## src/rtl/mfcc_fe_pkg.sv

```systemverilog
// Shared state type, default frame geometry and window-address fold for the MFCC front end.
package mfcc_fe_pkg;

  typedef enum logic [2:0] {
    IDLE,
    LOAD,
    STREAM,
    WAIT_BACK,
    DONE
  } seq_state_e;

  localparam int DEF_FRAME_LEN = 256;
  localparam int DEF_HOP       = 128;
  localparam int DEF_FFT_LEN   = 256;

  // The window is symmetric, so the ROM stores only the first half.
  // Slots in the second half mirror back onto it.
  function automatic int win_fold(input int idx, input int frame_len);
    return (idx < frame_len / 2) ? idx : frame_len - 1 - idx;
  endfunction

endpackage

```

## src/rtl/mfcc_seq_align.sv

```systemverilog
// One-stage register bank that delays the issue-cycle qualifiers by the RAM read latency.
// Its outputs therefore line up with the sample data coming back from the RAM.
module mfcc_seq_align #(
  parameter int WIN_W = 7
) (
  input  logic             clk,
  input  logic             rst,
  input  logic             issue_rd,
  input  logic             issue_new,
  input  logic [WIN_W-1:0] issue_win,
  input  logic             issue_pad,
  input  logic             issue_last,
  output logic             preemp_en,
  output logic             preemp_new,
  output logic [WIN_W-1:0] win_addr,
  output logic             win_en,
  output logic             zero_pad,
  output logic             last_sample
);

  // NOTE: sequential state uses non-blocking assignments so every flop samples pre-edge values.
  always_ff @(posedge clk) begin
    if (rst) begin
      preemp_en   <= 1'b0;
      preemp_new  <= 1'b0;
      win_addr    <= '0;
      win_en      <= 1'b0;
      zero_pad    <= 1'b0;
      last_sample <= 1'b0;
    end else begin
      preemp_en   <= issue_rd;
      preemp_new  <= issue_new;
      win_addr    <= issue_win;
      win_en      <= issue_rd;
      zero_pad    <= issue_pad;
      last_sample <= issue_last;
    end
  end

endmodule

```

## src/rtl/mfcc_frame_sequencer.sv

```systemverilog
// Overlapping-frame sequencer that drives sample RAM reads and pre-emphasis/window/FFT strobes.
// Define MFCC_SEQ_ZPAD_EN to pad each frame with zero slots up to FFT_LEN.
module mfcc_frame_sequencer
  import mfcc_fe_pkg::*;
#(
  parameter int  ADDR_W      = 15,
  parameter int  FRAME_LEN   = DEF_FRAME_LEN,
  parameter int  HOP         = DEF_HOP,
  parameter int  FFT_LEN     = DEF_FFT_LEN,
  parameter int  FRAME_CNT_W = 8,
  localparam int WIN_W       = $clog2(FRAME_LEN / 2)
) (
  input  logic                   clk,
  input  logic                   rst,
  input  logic                   start,
  input  logic [FRAME_CNT_W-1:0] num_frames,
  input  logic [ADDR_W-1:0]      base_addr,
  input  logic                   ready,
  input  logic                   back_done,
  output logic [ADDR_W-1:0]      ram_addr,
  output logic                   ram_rd,
  output logic                   preemp_en,
  output logic                   preemp_new,
  output logic [WIN_W-1:0]       win_addr,
  output logic                   win_en,
  output logic                   zero_pad,
  output logic                   last_sample,
  output logic                   busy,
  output logic [FRAME_CNT_W-1:0] framenum,
  output logic                   fefinish
);

`ifdef MFCC_SEQ_ZPAD_EN
  localparam int SLOTS = FFT_LEN;
  if (FFT_LEN < FRAME_LEN) begin : g_bad_fft_len
    $error("FFT_LEN must be >= FRAME_LEN");
  end
`else
  localparam int SLOTS = FRAME_LEN;
  if (FFT_LEN != FRAME_LEN) begin : g_bad_fft_len
    $error("FFT_LEN must equal FRAME_LEN when zero padding is disabled");
  end
`endif

  if (HOP < 1 || HOP > FRAME_LEN) begin : g_bad_hop
    $error("HOP must lie in 1..FRAME_LEN");
  end

  localparam int IDX_W = $clog2(SLOTS);

  seq_state_e             state;
  logic [IDX_W-1:0]       idx;
  logic [ADDR_W-1:0]      frame_base;
  logic [FRAME_CNT_W-1:0] nf_q;
  logic                   accept;
  logic                   in_frame;
  logic                   last_slot;
  logic                   issue_pad;
  logic [WIN_W-1:0]       issue_win;

  // A slot is consumed only when the FFT side is ready.
  // A stall therefore freezes idx and issues no strobe.
  assign accept    = (state == STREAM) && ready;
  assign in_frame  = int'(idx) < FRAME_LEN;
  assign last_slot = int'(idx) == SLOTS - 1;
  assign ram_rd    = accept && in_frame;
  assign ram_addr  = frame_base + ADDR_W'(idx);
  assign issue_win = ram_rd ? WIN_W'(win_fold(int'(idx), FRAME_LEN)) : '0;
  assign busy      = state inside {LOAD, STREAM, WAIT_BACK};
  assign fefinish  = (state == DONE);

`ifdef MFCC_SEQ_ZPAD_EN
  assign issue_pad = accept && !in_frame;
`else
  assign issue_pad = 1'b0;
`endif

  always_ff @(posedge clk) begin
    if (rst) begin
      state      <= IDLE;
      idx        <= '0;
      frame_base <= '0;
      nf_q       <= '0;
      framenum   <= '0;
    end else begin
      case (state)
        IDLE: if (start) begin
          nf_q       <= num_frames;
          frame_base <= base_addr;
          framenum   <= '0;
          idx        <= '0;
          state      <= LOAD;
        end
        LOAD: state <= (nf_q == '0) ? DONE : STREAM;
        STREAM: if (ready) begin
          // SLOTS is a power of two, so idx wraps to 0 after the final slot.
          idx <= idx + 1'b1;
          if (last_slot) state <= WAIT_BACK;
        end
        WAIT_BACK: if (back_done) begin
          if (framenum == nf_q - 1'b1) begin
            state <= DONE;
          end else begin
            framenum   <= framenum + 1'b1;
            frame_base <= frame_base + ADDR_W'(HOP);
            idx        <= '0;
            state      <= STREAM;
          end
        end
        DONE:    state <= IDLE;
        default: state <= IDLE;
      endcase
    end
  end

  mfcc_seq_align #(.WIN_W(WIN_W)) u_align (
    .clk         (clk),
    .rst         (rst),
    .issue_rd    (ram_rd),
    .issue_new   (ram_rd && idx == '0),
    .issue_win   (issue_win),
    .issue_pad   (issue_pad),
    .issue_last  (accept && last_slot),
    .preemp_en   (preemp_en),
    .preemp_new  (preemp_new),
    .win_addr    (win_addr),
    .win_en      (win_en),
    .zero_pad    (zero_pad),
    .last_sample (last_sample)
  );

endmodule

```

## config.mk

```make
export PLATFORM = sky130hd
export DESIGN_NAME = mfcc_frame_sequencer
export DESIGN_NICKNAME = d
export VERILOG_FILES = /design/src/rtl/mfcc_fe_pkg.sv /design/src/rtl/mfcc_seq_align.sv /design/src/rtl/mfcc_frame_sequencer.sv
export SDC_FILE = /design/constraint.sdc
export NUM_CORES = 1
export LEC_CHECK = 0
export ABC_CLOCK_PERIOD_IN_PS = 3400
export CORE_ASPECT_RATIO = 1.2
export CORE_MARGIN = 2
export CORE_UTILIZATION = 53
export CTS_BUF_LIST = sky130_fd_sc_hd__clkbuf_8
export DETAILED_ROUTE_END_ITERATION = 10
export PLACE_DENSITY = 0.87
export SLEW_MARGIN = 20
export SYNTH_ARGS = -nofsm -noshare
export SYNTH_HDL_FRONTEND = slang
export SYNTH_HIERARCHICAL = 1
export SYNTH_SLANG_ARGS = --single-unit
```

## constraint.sdc

```tcl
create_clock -name clk -period 3.4 [get_ports clk]
set_input_delay 1.02 -clock clk [delete_from_list [all_inputs] [get_ports clk]]
set_output_delay 1.02 -clock clk [all_outputs]
set_load 0.005 [all_outputs]
```

==> impl_metrics.yaml, run 1 <==
timing:
  post-route-period-util: 1.07
  skew_ns: 0.00596
  final_critical_delay_including_setup_and_external_delays_ns: 3.65
  max_clock_freq_mhz: 274
  maxSlewViolCount: 0
  setup-tns-final_ns: -0.924
  max-slew-margin-rel: 0.608
  grt_setup_unrepaired: "yes"
  final_worst_setup_slack_ns: -0.247
  setup_viol_count_final: 6
  worst-slew-pin-transition_ns: 0.573
  finalHoldViolations: 0
worst_hold_path:
  hold_depth: 2
  min-delay-start: "frame_base[3]"
  timing.hold.worst_endpoint: "frame_base[3]"
  hold_path.class: "reg2reg"
pwr:
  power_density_nw_per_um2: 434
  total_leakage_power_nw: 1.68
  vdd_drop_max_mv: 0.281
  fin_total_pwr_mw: 1.89
outcome:
  failed_checks: "setup timing"
  run_status: "finished with violations"
clock_tree:
  max-clock-path-buffers: 2
  tritoncts: "yes"
  tritoncts.num_buffers: 5
  cts_max_level: 2
  cts_hold_repair.buffers: 0
  tritoncts_num_sinks: 53
  clkLatencyLatePin_ns: 0.32
  cts_root_buffer: "sky130_fd_sc_hd__clkbuf_8"
  cts.clk_slew.worst_paths_ns: 0.09
drt:
  dr.pass1.iters: 5
  postRouteAntennaNets: 0
  drt_iter0_markers: 223
  wire_per_inst_um: 15.9
  vias: 3222
  drt-vias-per-instance: 5.67
  drt_drc_violations_left: 0
  route.final.wire_length_um: 9010
yosys:
  unique_cell_type_count_in_the_yosys_netlist: 59
  ys.flop_type: "sky130_fd_sc_hd__dfxtp_1"
  ys_warn_count: 6
  number_of_flops_mapped_to_enable_cells_by_yosys: 0
  mapped_nets: 441
  synth_area_per_cell_sq_um: 8.18
  ff_latch_count_synth: 53
  postSynth.asyncResetShare: 0
  syn_std_cell_area_sq_um: 3240
  synth.yosys.seq_area_share: 0.327
  syn_inst: 396
placement:
  dp.final_hpwl_um: 5840
  numPlacedInstances: 543
  place_worst_setup_slack_ns: -0.512
  detailed_place.area_sq_um: 4060
  gpl.final_weighted_congestion: 0.879
  port-buffer-count: 65
worst_setup_path:
  timing.setup.critical_path_class: "reg2out"
  start_kind: "flip-flop"
  r2r_end: "frame_base[13]"
  required_ns: 2.38
  reg2reg_slack_ns: 0.36
  cp.arrival_ns: 2.63
  timing.rr.start: "nf_q[0]"
  critical_path_peak_fanout: 4
  ff2ff_path_depth: 9
  endpoint_class_of_the_critical_path: "primary output"
cells_and_area:
  antenna-diode-count: 0
  nNetsFinal: 531
  layout.filler_cells: 444
  layout-drive-gt1-share: 0.214
  layout.cells.non_filler: 568
  final_cell_area_sq_um: 4360
  area.growth.synth_to_final_pct: 34.6
job:
  maxCapViolCount: 0
floorplan:
  io_pins: 66
  floorplan.die.width_um: 75.4
  rows: 31
  core_region_area_sq_um: 5970
  initial_utilization: 0.543
  floorplan.die.height_um: 89.7
  die-area_sq_um: 6760
global_routing:
  gr-total-overflow: 0
  gr-usage-all-layers: 0.262
  grt_first_pass_wirelength_um: 13800
  number_of_antenna_violations_at_the_first_check_in_global_routing: 0
  first_global_vias: 3049
  grt_max_degree: 35
[layer usage]
| metal | share of wire | vias up | global-route usage |
|---|---|---|---|
| li1 | - | 1538 | - |
| met1 | 0.38 | 1503 | 0.298 |
| met2 | 0.52 | 147 | 0.480 |
| met3 | 0.061 | 34 | 0.0580 |
| met4 | 0.033 | 0 | 0.0845 |
| met5 | 0 | - | 0 |
[Yosys cell counts, types with 3 or more instances]
master / count / share of area
sky130_fd_sc_hd__or3_1: 4 / 0.0077
sky130_fd_sc_hd__a21oi_1: 25 / 0.039
sky130_fd_sc_hd__inv_1: 12 / 0.014
sky130_fd_sc_hd__o21ai_0: 8 / 0.012
sky130_fd_sc_hd__ha_1: 16 / 0.062
sky130_fd_sc_hd__nand3_1: 20 / 0.031
sky130_fd_sc_hd__a211oi_1: 5 / 0.012
sky130_fd_sc_hd__a31oi_1: 7 / 0.014
sky130_fd_sc_hd__xnor2_1: 31 / 0.084
sky130_fd_sc_hd__dfxtp_1: 53 / 0.33
sky130_fd_sc_hd__nand2b_1: 7 / 0.014
sky130_fd_sc_hd__xor2_1: 7 / 0.019
sky130_fd_sc_hd__nand3b_1: 4 / 0.0093
sky130_fd_sc_hd__nor2b_2: 8 / 0.022
sky130_fd_sc_hd__a21boi_0: 3 / 0.0069
sky130_fd_sc_hd__a2111oi_0: 3 / 0.0081
sky130_fd_sc_hd__a21oi_2: 3 / 0.0081
sky130_fd_sc_hd__nand2_1: 50 / 0.058
sky130_fd_sc_hd__nor2_1: 37 / 0.043
sky130_fd_sc_hd__and2_1: 3 / 0.0058
sky130_fd_sc_hd__clkbuf_1: 17 / 0.020
sky130_fd_sc_hd__nor3_1: 11 / 0.017
sky130_fd_sc_hd__buf_6: 4 / 0.014
sky130_fd_sc_hd__nor4_1: 5 / 0.0097
sky130_fd_sc_hd__nor2b_1: 5 / 0.0097
sky130_fd_sc_hd__and3_1: 5 / 0.0097
[worst max-delay path, cell delays in order, from the launching register on]
cell and delay (ns):
sky130_fd_sc_hd__dfxtp_2 0.34, sky130_fd_sc_hd__buf_6 0.11, sky130_fd_sc_hd__ha_4 0.19, sky130_fd_sc_hd__a21o_1 0.18, sky130_fd_sc_hd__a21oi_2 0.21, sky130_fd_sc_hd__o21ai_2 0.08
sky130_fd_sc_hd__o311a_1 0.32, sky130_fd_sc_hd__o21a_2 0.25, sky130_fd_sc_hd__buf_6 0.13, sky130_fd_sc_hd__o2111ai_4 0.19, sky130_fd_sc_hd__xnor2_1 0.15, sky130_fd_sc_hd__buf_2 0.15
[how the worst max path moves through the flow]
stage	endpoint	slack, ns	from	cells after the start
2_1_floorplan	ram_addr[12]	0.16	idx[0]	10
3_3_place_gp	ram_addr[10]	-0.35	idx[0]	12
3_5_place_dp	ram_addr[10]	-0.51	idx[0]	12
4_1_cts	ram_addr[8]	-0.19	idx[0]	10
5_1_grt	ram_addr[13]	-0.30	idx[1]	11
6_report	ram_addr[13]	-0.25	idx[1]	11
[repair_timing]
action | CTS | global route
cloned | 0 | 0
endpoints found under the setup margin | 11 | 11
resized for setup | 54 | 24
hold endpoints to repair | 0 | 0
setup buffers | 12 | 7
pin swaps | 16 | 15
[power breakdown]
group          internal [mW]  switching, mW  total [mW]
combinational          0.353          0.382       0.735
sequential             0.687          0.102       0.789
clock                  0.159          0.210       0.369
[cell usage in the layout, fill, tap and decap left out, types with 11 or more instances in the layout]
| cell type | Yosys | final |
|---|---|---|
| sky130_fd_sc_hd__nand2_1 | 50 | 49 |
| sky130_fd_sc_hd__buf_4 | 1 | 34 |
| sky130_fd_sc_hd__dfxtp_1 | 53 | 49 |
| sky130_fd_sc_hd__nand3_1 | 20 | 20 |
| sky130_fd_sc_hd__ha_1 | 16 | 14 |
| sky130_fd_sc_hd__inv_1 | 12 | 11 |
| sky130_fd_sc_hd__xnor2_1 | 31 | 31 |
| sky130_fd_sc_hd__a21oi_1 | 25 | 23 |
| sky130_fd_sc_hd__nor2_1 | 37 | 36 |
| sky130_fd_sc_hd__clkdlybuf4s50_1 | 0 | 54 |
[metrics by stage]
stage                util  hold slack, ns
finish              0.730           0.482
floorplan               -           0.436
CTS                 0.716           0.469
global placement    0.680           0.444
detailed placement  0.680           0.455
global route        0.730           0.495
[area by class of cell]
type / count / area (sq um) / area share
Clock buffer: 6 / 82.6 / 0.0189
Clock inverter: 1 / 3.75 / 0.000861
Inverter: 12 / 45.0 / 0.0103
Multi-Input combinational cell: 309 / 2130 / 0.488
Sequential cell: 53 / 1070 / 0.244
Tap cell: 82 / 103 / 0.0235
Timing Repair Buffer: 105 / 931 / 0.213
[kinds of logic (layout without fill, tap and decap cells)]
logic type | Yosys count | count (layout) | share of synthesized area
AO/OA/AOI/OAI | 74 | 74 | 0.159
XOR/XNOR | 38 | 38 | 0.103
multiplexers | 3 | 3 | 0.00965
flip-flops | 53 | 53 | 0.327
adder cells (fa/ha/maj) | 17 | 17 | 0.0680
AND/OR/NAND/NOR | 176 | 176 | 0.282
buffers and inverters | 34 | 124 | 0.0498
other | 1 | 1 | 0.00116
[sequential cells by signal (all words and copies together), names as in the netlist]
register / flops
u_align/last_sample: 1
u_align/win_en: 1
u_align/win_addr: 7
framenum: 8
nf_q: 8
u_align/preemp_new: 1
state: 3
idx: 8
u_align/zero_pad: 1
frame_base: 15
No activity file was read; power rests on OpenSTA's default activity.
==> run 2, diff against run 1 <==
CORE_MARGIN = default   (was 2)
==> impl_metrics.yaml, run 2 (synthesis results as in run 1) <==
clock_tree:
  cts_root_buffer: "sky130_fd_sc_hd__clkbuf_8"
  cts_hold_repair.buffers: 0
  tritoncts: "yes"
  cts_max_level: 2
  cts.clk_slew.worst_paths_ns: 0.09
  tritoncts_num_sinks: 53
  max-clock-path-buffers: 2
  clkLatencyLatePin_ns: 0.31
  tritoncts.num_buffers: 5
cells_and_area:
  layout_commonest_cell: "sky130_fd_sc_hd__clkdlybuf4s50_1"
  nNetsFinal: 526
  area.growth.synth_to_final_pct: 33.9
  layout.core_utilization: 0.751
  layout.filler_cells: 421
  multi_input_comb_area_sq_um: 2160
  regArea_sq_um: 1060
  antenna-diode-count: 0
  final_cell_area_sq_um: 4340
  max_flop_register: "frame_base"
  flip_flop_count_of_the_largest_register_all_copies_and_words_added: 15
  layout-drive-gt1-share: 0.206
  layout.cells.most_common_list: "sky130_fd_sc_hd__clkdlybuf4s50_1 (55), sky130_fd_sc_hd__dfxtp_1 (50), sky130_fd_sc_hd__nand2_1 (49)"
drt:
  wire_per_inst_um: 16.3
  postRouteAntennaNets: 0
  dr.pass1.iters: 5
  drt_drc_violations_left: 0
  route.final.wire_length_um: 9130
  drt-vias-per-instance: 5.75
  vias: 3224
  drt_iter0_markers: 348
placement:
  port-buffer-count: 65
  gpl.final_weighted_congestion: 0.890
  place_worst_setup_slack_ns: -0.558
  dp.final_hpwl_um: 5770
  detailed_place.area_sq_um: 4040
global_routing:
  met3_usage: 0.0518
  gr-usage-all-layers: 0.278
  grt_busiest_layer: "met2"
  grt_max_degree: 23
  number_of_antenna_violations_at_the_first_check_in_global_routing: 0
  grt_first_pass_wirelength_um: 13800
  gr-total-overflow: 0
  grt_use_met1: 0.309
  globalRouteMet2Util: 0.500
  first_global_vias: 3012
timing:
  setup_viol_count_final: 11
  finalHoldViolations: 0
  skew_ns: 0.00928
  maxSlewViolCount: 0
  worst-slew-pin-transition_ns: 0.502
  setup-tns-final_ns: -1.30
  final_critical_delay_including_setup_and_external_delays_ns: 3.62
  post-route-period-util: 1.06
  grt_setup_unrepaired: "yes"
  final_worst_setup_slack_ns: -0.215
  max_clock_freq_mhz: 277
  max-slew-margin-rel: 0.657
floorplan:
  floorplan.die.height_um: 87.7
  floorplan.die.width_um: 73.4
  initial_utilization: 0.561
  die-area_sq_um: 6430
  rows: 30
  io_pins: 66
  core_region_area_sq_um: 5780
worst_setup_path:
  timing.critical_path.slowest_cell_delay_ns: 0.37
  critical_path_peak_fanout: 3
  required_ns: 2.38
  timing.setup.critical_path_class: "reg2out"
  endpoint_class_of_the_critical_path: "primary output"
  timing.critical_path.cells: "ha_4 > inv_2 > fa_2 > nor2b_2 > o21ai_2 > a21boi_2 > o21ai_2 > a211oi_2 > buf_4 > buf_4 > xor2_1 > buf_2"
  critPathTopFamily: "compound AO/OA/AOI/OAI gates"
  start_kind: "flip-flop"
  cell_with_the_largest_stage_delay_on_the_worst_path: "sky130_fd_sc_hd__dfxtp_2"
  worst-path-buf-inv: 4
  cp.arrival_ns: 2.60
job:
  maxCapViolCount: 0
outcome:
  failed_checks: "setup timing"
  run_status: "finished with violations"
pwr:
  power_density_nw_per_um2: 432
  vdd_drop_max_mv: 0.252
  total_leakage_power_nw: 1.69
worst_hold_path:
  hold_path.class: "reg2reg"
## run 2: changes by cell type in the layout (fill, tap and decap cells not counted), sizes merged
cell,before,now
clkdlybuf4s50,54,55
dlygate4sd2,1,0
dlymetal6s2s,0,1
buf,48,44
clkbuf,8,6
## run 2: final timing paths
check                      from            end  slack [ns]  cells past startpoint
setup reg to reg        nf_q[0]  frame_base[7]        0.31                     10
hold / removal    frame_base[6]  frame_base[6]        0.47                      2
hold reg to reg   frame_base[6]  frame_base[6]        0.47                      2
setup / recovery         idx[0]   ram_addr[10]       -0.22                     12
## run 2: cell type report
cell class | instances | share of cell area
multi-input combinational | 309 | 0.497
sequential | 53 | 0.245
timing repair buffer | 100 | 0.204
tap | 80 | 0.0231
clock buffer | 6 | 0.0190
inverter | 12 | 0.0104
clock inverter | 1 | 0.000865
## run 2: routing by layer
layer  vias up  routed length, um  share of wire
li1       1529                  -              -
met1      1498               3390           0.37
met2       160               4830           0.53
met3        37                548          0.060
met4         0                353          0.039
met5         -                  0              0
## run 2: what timing repair did
item / 4_1_cts / 5_1_grt
buffers inserted: 11 / 3
pin swaps: 19 / 16
cloned: 0 / 0
resized for setup: 65 / 12
endpoints found under the setup margin: 11 / 12
## run 2: worst min-delay path, stage by stage, from the launching register on
cell                      delay [ns]
sky130_fd_sc_hd__dfxtp_1        0.33
sky130_fd_sc_hd__nand2_1        0.06
sky130_fd_sc_hd__a21oi_1        0.05
## run 2: through the flow
stage,instances,power [mW],hold slack [ns]
2_1_floorplan,396,1.22,0.436
5_1_grt,561,1.99,0.497
3_5_place_dp,540,1.49,0.452
3_3_place_gp,540,1.46,0.447
6_report,561,1.88,0.472
4_1_cts,558,1.84,0.465
## run 2: report_power, final
group	leakage [nW]	switching [mW]	internal, mW
registers	0.433	0.106	0.687
logic	1.21	0.376	0.346
clock network	0.0485	0.201	0.159
total	1.69	0.683	1.19
